<file path="config.mk">
export PLATFORM = sky130hd
export DESIGN_NAME = multi_tube_tdc
export DESIGN_NICKNAME = d
export VERILOG_FILES = /design/src/rtl/multi_tube_tdc.sv
export SDC_FILE = /design/constraint.sdc
export NUM_CORES = 1
export LEC_CHECK = 0
export CORE_MARGIN = 2
export CORE_UTILIZATION = 64
export CTS_CLUSTER_DIAMETER = 120
export DETAILED_ROUTE_END_ITERATION = 8
export GPL_ROUTABILITY_DRIVEN = 0
export HOLD_SLACK_MARGIN = 0.05
export MAX_ROUTING_LAYER = met4
export PLACE_DENSITY = 0.88
export SLEW_MARGIN = 20
export SYNTH_ARGS = -nofsm -noshare
export SYNTH_HDL_FRONTEND = slang
export SYNTH_SLANG_ARGS = --single-unit
</file>
<file path="constraint.sdc">
create_clock -name clk -period 3 [get_ports clk]
set_input_delay 0.9 -clock clk [delete_from_list [all_inputs] [get_ports clk]]
set_output_delay 0.9 -clock clk [all_outputs]
set_load 0.005 [all_outputs]
</file>
<file path="src/rtl/multi_tube_tdc.sv">
// multi_tube_tdc: multi-channel drift-tube time-to-digital converter.
// Arms on start, runs one shared cycle counter for the window, latches the
// first synchronised rising edge time per channel, then reads out one word
// per channel in channel order over a valid/ready handshake.
// Optional macro TUBE_EARLY_END_EN: close the window as soon as every
// channel has captured a hit.
module multi_tube_tdc #(
  parameter int unsigned NCH    = 8,
  parameter int unsigned CW     = 8,
  parameter int unsigned WINDOW = 200
) (
  input  logic                   clk,
  input  logic                   clr,
  input  logic                   start,
  input  logic [NCH-1:0]         tube_pins,
  output logic                   busy,
  output logic                   out_valid,
  input  logic                   out_ready,
  output logic [$clog2(NCH)-1:0] out_ch,
  output logic [CW-1:0]          out_time,
  output logic                   out_hit
);

  localparam int unsigned IW = $clog2(NCH);
  localparam logic [CW-1:0] WIN  = CW'(WINDOW);
  localparam logic [IW-1:0] LAST = IW'(NCH - 1);

  typedef enum logic [1:0] {S_IDLE, S_ARMED, S_READOUT} state_t;

  state_t                  state_q, state_d;
  logic [CW-1:0]           cnt_q, cnt_d;
  logic [NCH-1:0]          hit_q, hit_d;
  logic [NCH-1:0][CW-1:0]  time_q, time_d;
  logic [IW-1:0]           rd_idx_q, rd_idx_d;
  logic                    valid_q, valid_d;
  logic [NCH-1:0]          sync1_q, sync1_d;
  logic [NCH-1:0]          sync2_q, sync2_d;
  logic [NCH-1:0]          hist_q, hist_d;
  logic [NCH-1:0]          pin_rise;
  logic                    early_end;

  // Synchroniser and history next values; they track the pins in every state
  always_comb begin
    sync1_d  = tube_pins;
    sync2_d  = sync1_q;
    hist_d   = sync2_q;
    pin_rise = sync2_q & ~hist_q;
  end

  // Pin synchroniser and history flops
  always_ff @(posedge clk or negedge clr) begin
    if (!clr) begin
      sync1_q <= '0;
      sync2_q <= '0;
      hist_q  <= '0;
    end else begin
      sync1_q <= sync1_d;
      sync2_q <= sync2_d;
      hist_q  <= hist_d;
    end
  end

  // Measurement FSM: arm, capture first edges, then sequential readout
  always_comb begin
    state_d   = state_q;
    cnt_d     = cnt_q;
    hit_d     = hit_q;
    time_d    = time_q;
    rd_idx_d  = rd_idx_q;
    valid_d   = valid_q;
    early_end = 1'b0;
    case (state_q)
      S_IDLE: begin
        if (start) begin
          state_d  = S_ARMED;
          cnt_d    = '0;
          hit_d    = '0;
          time_d   = '1;
          rd_idx_d = '0;
        end
      end
      S_ARMED: begin
        for (int unsigned i = 0; i < NCH; i++) begin
          if (pin_rise[i] && !hit_q[i]) begin
            hit_d[i]  = 1'b1;
            time_d[i] = cnt_q;
          end
        end
`ifdef TUBE_EARLY_END_EN
        // Uses the post-capture flags so the window closes on the same edge
        // that records the last missing channel.
        early_end = &hit_d;
`else
        early_end = 1'b0;
`endif
        if (cnt_q == WIN || early_end) begin
          state_d  = S_READOUT;
          valid_d  = 1'b1;
          rd_idx_d = '0;
        end else begin
          cnt_d = cnt_q + CW'(1);
        end
      end
      S_READOUT: begin
        if (valid_q && out_ready) begin
          if (rd_idx_q == LAST) begin
            state_d  = S_IDLE;
            valid_d  = 1'b0;
            rd_idx_d = '0;
          end else begin
            rd_idx_d = rd_idx_q + IW'(1);
          end
        end
      end
      default: begin
        state_d = S_IDLE;
        valid_d = 1'b0;
      end
    endcase
  end

  // FSM and capture storage registers
  always_ff @(posedge clk or negedge clr) begin
    if (!clr) begin
      state_q  <= S_IDLE;
      cnt_q    <= '0;
      hit_q    <= '0;
      time_q   <= '0;
      rd_idx_q <= '0;
      valid_q  <= 1'b0;
    end else begin
      state_q  <= state_d;
      cnt_q    <= cnt_d;
      hit_q    <= hit_d;
      time_q   <= time_d;
      rd_idx_q <= rd_idx_d;
      valid_q  <= valid_d;
    end
  end

  // Output word is gated by the registered valid so idle outputs read zero
  always_comb begin
    busy      = (state_q != S_IDLE);
    out_valid = valid_q;
    out_ch    = rd_idx_q;
    out_time  = valid_q ? time_q[rd_idx_q] : '0;
    out_hit   = valid_q & hit_q[rd_idx_q];
  end

endmodule

</file>
; ---- Yosys cells after proc, flatten, opt, wreduce, memory -nomap -nowiden
; Index checks and enable logic that the tools add are counted.
[totals]
register_bits = 110
latchBits = 0
ram_bits = 0
rom_bits = 0
in_bits = 12
out_inout_bits = 14
mem_count = 0
[classes]
addsub = 2
n_mul = 0
div_mod_pow = 0
n_lt_le_gt_ge = 1
n_eq_ne = 17
n_shift = 0
muxes = 41
bitwise = 4
n_reduce_logical = 33
[ops]
columns = operator, n
row1 = 64-bit one-hot mux with 2 select lines, 1
row2 = 8-bit two-way mux, 12
row3 = 64-bit two-way mux, 1
row4 = 8-bit one-hot mux with 2 select lines, 2
row5 = 3-bit AND reduction, 9
row6 = 2-bit != test (second input constant), 13
row7 = 8-bit binary-select mux with 3-bit select, 1
row8 = 1-bit two-way mux, 12
row9 = 3-bit two-way mux, 4
row10 = 4-bit AND reduction, 3
row11 = 1-bit logical AND, 9
row12 = 3-bit one-hot mux with 3 select lines, 1
row13 = 8-bit by 1-bit adder with 8-bit output (second input constant), 1
row14 = 8-bit AND, 1
row15 = 8-bit equality test (second input constant), 1
row16 = 1-bit zero test, 8
row17 = 2-bit two-way mux, 4
row18 = 8-bit inverter, 1
row19 = 2-bit one-hot mux with 3 select lines, 1
row20 = 3-bit by 4-bit less-than comparator with 1-bit output (second input constant), 1
row21 = 2-bit nonzero test, 2
row22 = 3-bit by 1-bit adder with 3-bit output (second input constant), 1
row23 = 1-bit binary-select mux with 3-bit select, 1
row24 = 3-bit equality test (second input constant), 1
row25 = 7 further kinds, 7

; ---- Logic depth before layout (Yosys ltp)
[depth]
depth_word = 5
depth_mapped = 6
ltp_nobuf = 6

; ---- Least setup slack after synthesis
; No wires, ideal clock.
[synth_timing]
path_type = reg2out
start = reg rd_idx_q[0] (netlist: out_ch[0])
end = out out_time[0]
t_arrival_ns = 1.439
required_ns = 2.100
setup_slack_ns = 0.661
path_stages_with_launch = 4
path_buffers = 1
cell_sequence = dfrtp_1 buf_2 mux4_2 a22o_1
[synth_between]
elab_chain_len = 3
[synth_rtl]
columns = item, line_no
row1 = start: declaration, 34  ; logic [IW-1:0] rd_idx_q, rd_idx_d;
row2 = start signal: assignment, 136  ; rd_idx_q <= rd_idx_d;
row3 = 8-bit binary-select mux with 3-bit select, 146  ; out_time = valid_q ? time_q[rd_idx_q] : '0;
row4 = 8-bit two-way mux (not written as such), 146
row5 = 8-bit two-way mux, 146
row6 = end: declaration, 20  ; output logic [CW-1:0] out_time,
; No other way between the ends. The select of a mux whose other input is x is not followed.

; ---- Worst setup path after layout
[layout_timing]
start = reg rd_idx_q[0] (netlist: out_ch[0])
end = out out_time[6]
; The elaborated chain is that of the path after synthesis.

==> out/summary.md <==
The H-tree was split into 3 levels. The share of the cycle needed by the critical path after routing was 97.8%. The layer with the highest usage is met2. The tools report the pin count of the biggest net entering global routing as 62. Once layout is complete, the cells apart from fillers number 527.

Summed over all instances, the cell type with the most area after synthesis is sky130_fd_sc_hd__dfrtp_1. The HPWL after detailed placement is 6.54 mm. By area the synthesized netlist is led by sky130_fd_sc_hd__dfrtp_1, sky130_fd_sc_hd__mux4_2, sky130_fd_sc_hd__a21oi_1, sky130_fd_sc_hd__nor2_1, sky130_fd_sc_hd__a21oi_4. Final critical path time including I/O delays and setup: 2.93 ns. The run gives 0.86 ns as the register-to-register path setup slack. The largest driver fanout on the critical path was 13; the setup-violating endpoint count in the final report was 0. The peak per-stage delay on the critical path is 0.51 ns. The destination of the worst hold path was hist_d[3]. The critical path goes through buf_12 -> mux4_2 -> a22o_1 -> dlygate4sd2_1. The tools report the maximum achievable frequency as 341 MHz.

In this run the static leakage power is 2.23 nW. The run finished with clean final reports. The number of nets handed over by synthesis was 416. The final hold violation count is 0, and the number of cells on the worst hold path is 0. The repair_antennas step left the layout with diodes totalling 0. In this run the cell area measured after placement is 5070 um^2. The placement row count is 31. Global routing finished with a remaining overflow of 0. The longest clock path from root to sink contains 2 buffers.

The first global-routing pass estimated 16.6 mm of wire. Total number of vias: 3203. Once layout is done, the placed cells without fillers occupy 5260 um^2. Cells fill 72.8% of the core in the end. TritonCTS built the clock tree. The path depth of the worst reg2reg path is 4. The floorplan step set the die width to 90.2 um. Headroom to the max-slew limit came out at 35.1%.

Setup repair after global routing left no endpoint under its margin. The run gives 0.248 ns as the pre-CTS worst setup slack. The total negative setup slack came out at 0 ns.

In the routed layout, each cell is associated on average with a via count of 6.08. Once the floorplan was initialized, standard cells occupied 65.9% of the core. After detailed routing, the number of remaining DRC violations is 0.

For the worst setup path, the data required time is 2.10 ns. The post-route worst setup slack was 0.0662 ns. The run gives 512 as the cell count after placement. The type of the most critical hold path was reg2reg. For this run, the post-layout net count is 442. The overall die height came out at 90.2 um. The critical-path cell with the highest stage delay was sky130_fd_sc_hd__mux4_2. The logs give 4 for the number of detailed-routing iterations run before antenna repair and 468 for the number of filler cells placed in the layout.

The worst setup skew after layout is 0.00920 ns. Summed over its instances, the top area cell type makes up 57.9% of the synthesized netlist area. During synthesis, Yosys emitted a total of 0 warnings. The synthesized instance count was 400; the number of buffer cells added on primary ports was 25. The total power came out at 4.55 mW.

The startpoint of the worst register-to-register path is state_q[1]. Yosys mapped the design onto 40 distinct sky130hd cell types. The run gives 4750 um^2 as the netlist area before placement. The tools report the cell at the root of the clock tree as sky130_fd_sc_hd__clkbuf_8. By startpoint and endpoint, the worst setup path is classified as reg2out.

Power spread over the standard cell area amounts to 865 nW/um^2. The tools report the final-report max-slew violation count as 0. For the number of global-route vias before repair, the log shows 3325. Of the synthesized area, sequential elements account for 57.9%.

The die footprint came out at 8130 um^2. The number of max-capacitance violations reported is 0, and the clock-pin slew on the worst setup and hold paths is 0.09 ns. Data arrives at the worst endpoint at 2.03 ns. Global routing used 7.54% of the available met3 tracks.

The count of state elements after synthesis was 110; the fraction of layout cells with a size suffix above 1 was 12.6%. The transition time at the pin with the least slew margin came out at 0.970 ns. The worst setup path is launched from a flop. TritonCTS created 9 clock buffers. Wires add up to 9.99 mm.

Global routing consumed, over all layers together, 27.6% of the routing resources. The run gives 110 as the number of clock sinks. The worst hold path begins at sync1_q[3].

STA classifies the critical path endpoint as a primary output. For met2 alone, demand over resource in global routing was 43.1%. IR analysis of the VDD net gives a maximum drop of 0.515 mV. Each instance of the synthesized netlist takes up on average 11.9 um^2. In the final routed layout, each cell accounts on average for 19.0 um. On the final layout, the worst hold slack is 0.351 ns. For the number of nets with antenna violations after detailed routing, the log shows 0.

Latest clock arrival within the worst-skew pair: 0.38 ns. The tools report the endpoint of the most critical register-to-register path as time_q[15]. The first routing iteration left 289 violations. The area overhead of the layout relative to synthesis is 10.6%, and the number of antenna violations at the first check in global routing is 0. The top-level I/O count was 26. For met1 alone, demand over resource in global routing was 34.9%. The core region is 7210 um^2.
[synthesized netlist by cell type]
master                      count
sky130_fd_sc_hd__nand2b_4       1
sky130_fd_sc_hd__o41ai_4        2
sky130_fd_sc_hd__mux4_2        18
sky130_fd_sc_hd__nand4b_1       1
sky130_fd_sc_hd__buf_6          6
sky130_fd_sc_hd__and4b_1        1
sky130_fd_sc_hd__nand2b_1       2
sky130_fd_sc_hd__buf_2          5
sky130_fd_sc_hd__a22o_1         9
sky130_fd_sc_hd__dfrtp_1      110
sky130_fd_sc_hd__nor2b_1        1
sky130_fd_sc_hd__nand3_1        7
sky130_fd_sc_hd__a21oi_1       67
sky130_fd_sc_hd__nor2_2         1
sky130_fd_sc_hd__o21ai_0        9
sky130_fd_sc_hd__ha_1           4
sky130_fd_sc_hd__and2b_1        1
sky130_fd_sc_hd__o31ai_1        4
sky130_fd_sc_hd__o22ai_1        1
sky130_fd_sc_hd__nand4_1        2
sky130_fd_sc_hd__or2_2          1
sky130_fd_sc_hd__o32ai_1        1
sky130_fd_sc_hd__clkbuf_1       3
sky130_fd_sc_hd__nor2_1        73
sky130_fd_sc_hd__o41ai_1        8
sky130_fd_sc_hd__and4_1         1
sky130_fd_sc_hd__mux2i_1        1
sky130_fd_sc_hd__a31oi_1        1
sky130_fd_sc_hd__buf_4          6
sky130_fd_sc_hd__and2_1         2
sky130_fd_sc_hd__nand4bb_1      6
sky130_fd_sc_hd__inv_1         13
sky130_fd_sc_hd__or3b_1         1
sky130_fd_sc_hd__a21oi_4        6
sky130_fd_sc_hd__buf_1          2
sky130_fd_sc_hd__and3_1         2
sky130_fd_sc_hd__nand2_1       18
sky130_fd_sc_hd__a21o_1         1
sky130_fd_sc_hd__nor3b_1        1
sky130_fd_sc_hd__xnor2_1        1
[repair_timing]
action,in CTS,in global routing
gates resized for setup,13,0
buffers inserted,1,0
endpoints found under the setup margin,9,0
endpoints found under the hold margin,0,0
hold buffers,0,0
[worst max-delay path by stage]
stage                   start          end  cells past startpoint
finish              out_ch[0]  out_time[6]                      4
global route        out_ch[0]  out_time[2]                      4
CTS                 out_ch[0]  out_time[6]                      4
detailed placement  out_ch[0]  out_time[5]                      4
global placement    out_ch[0]  out_time[5]                      4
floorplan           out_ch[0]  out_time[0]                      3
[report_power, final]
group / leakage [nW] / switching [mW] / internal, mW
sequential: 1.27 / 0.372 / 2.03
clock: 0.0711 / 0.455 / 0.288
combinational: 0.889 / 0.792 / 0.611
total: 2.23 / 1.62 / 2.93
[registers in the layout (all words and copies together) (netlist names)]
name and count:
time_q 64, cnt_q 8, hist_d 8, hist_q 8, hit_q 8, sync1_q 8, out_ch 3, state_q 2
out_valid 1
[metal layers]
layer | wire length, um | part of all wire, %
met3 | 760 | 7.6
met1 | 4000 | 40
met4 | 233 | 2.3
met5 | 0 | 0
met2 | 5000 | 50
[placed cells by master, fill, tap and decap left out, types with 7 or more instances in the layout]
master	instances
sky130_fd_sc_hd__dfrtp_1	109
sky130_fd_sc_hd__nor2_1	73
sky130_fd_sc_hd__a21oi_1	67
sky130_fd_sc_hd__mux4_2	18
sky130_fd_sc_hd__nand2_1	18
sky130_fd_sc_hd__clkdlybuf4s50_1	15
sky130_fd_sc_hd__inv_1	13
sky130_fd_sc_hd__a22o_1	9
sky130_fd_sc_hd__o21ai_0	9
sky130_fd_sc_hd__clkbuf_8	9
sky130_fd_sc_hd__dlygate4sd2_1	9
sky130_fd_sc_hd__o41ai_1	8
sky130_fd_sc_hd__buf_4	8
sky130_fd_sc_hd__nand3_1	7
[cell type report]
cell class / count / area [um^2] / share of cell area [%]
clock buffers: 11 / 131 / 2.50
inverters: 13 / 48.8 / 0.929
well taps: 99 / 124 / 2.36
clock inverters: 2 / 12.5 / 0.238
multi-input cells: 255 / 1790 / 34.1
flip-flops and latches: 110 / 2750 / 52.4
repair buffers: 37 / 392 / 7.45
[worst max-delay path, delay by kind of cell, from the launching register on]
| family | cells | cell delay, ns |
|---|---|---|
| muxes | 1 | 0.51 |
| DFF | 1 | 0.45 |
| buffers and inverters | 2 | 0.45 |
| AOI/OAI and AO/OA | 1 | 0.24 |
[cell families (layout without fill, tap and decap cells)]
family | count (synthesis) | after routing | synth area share [%]
mux | 19 | 19 | 8.74
compound gates | 109 | 109 | 15.6
flops | 110 | 110 | 57.9
xor+xnor | 1 | 1 | 0.184
simple gates | 122 | 122 | 12.2
fa+ha+maj | 4 | 4 | 1.05
buf+inv | 35 | 63 | 4.32
(Power assumes the default switching activity.)
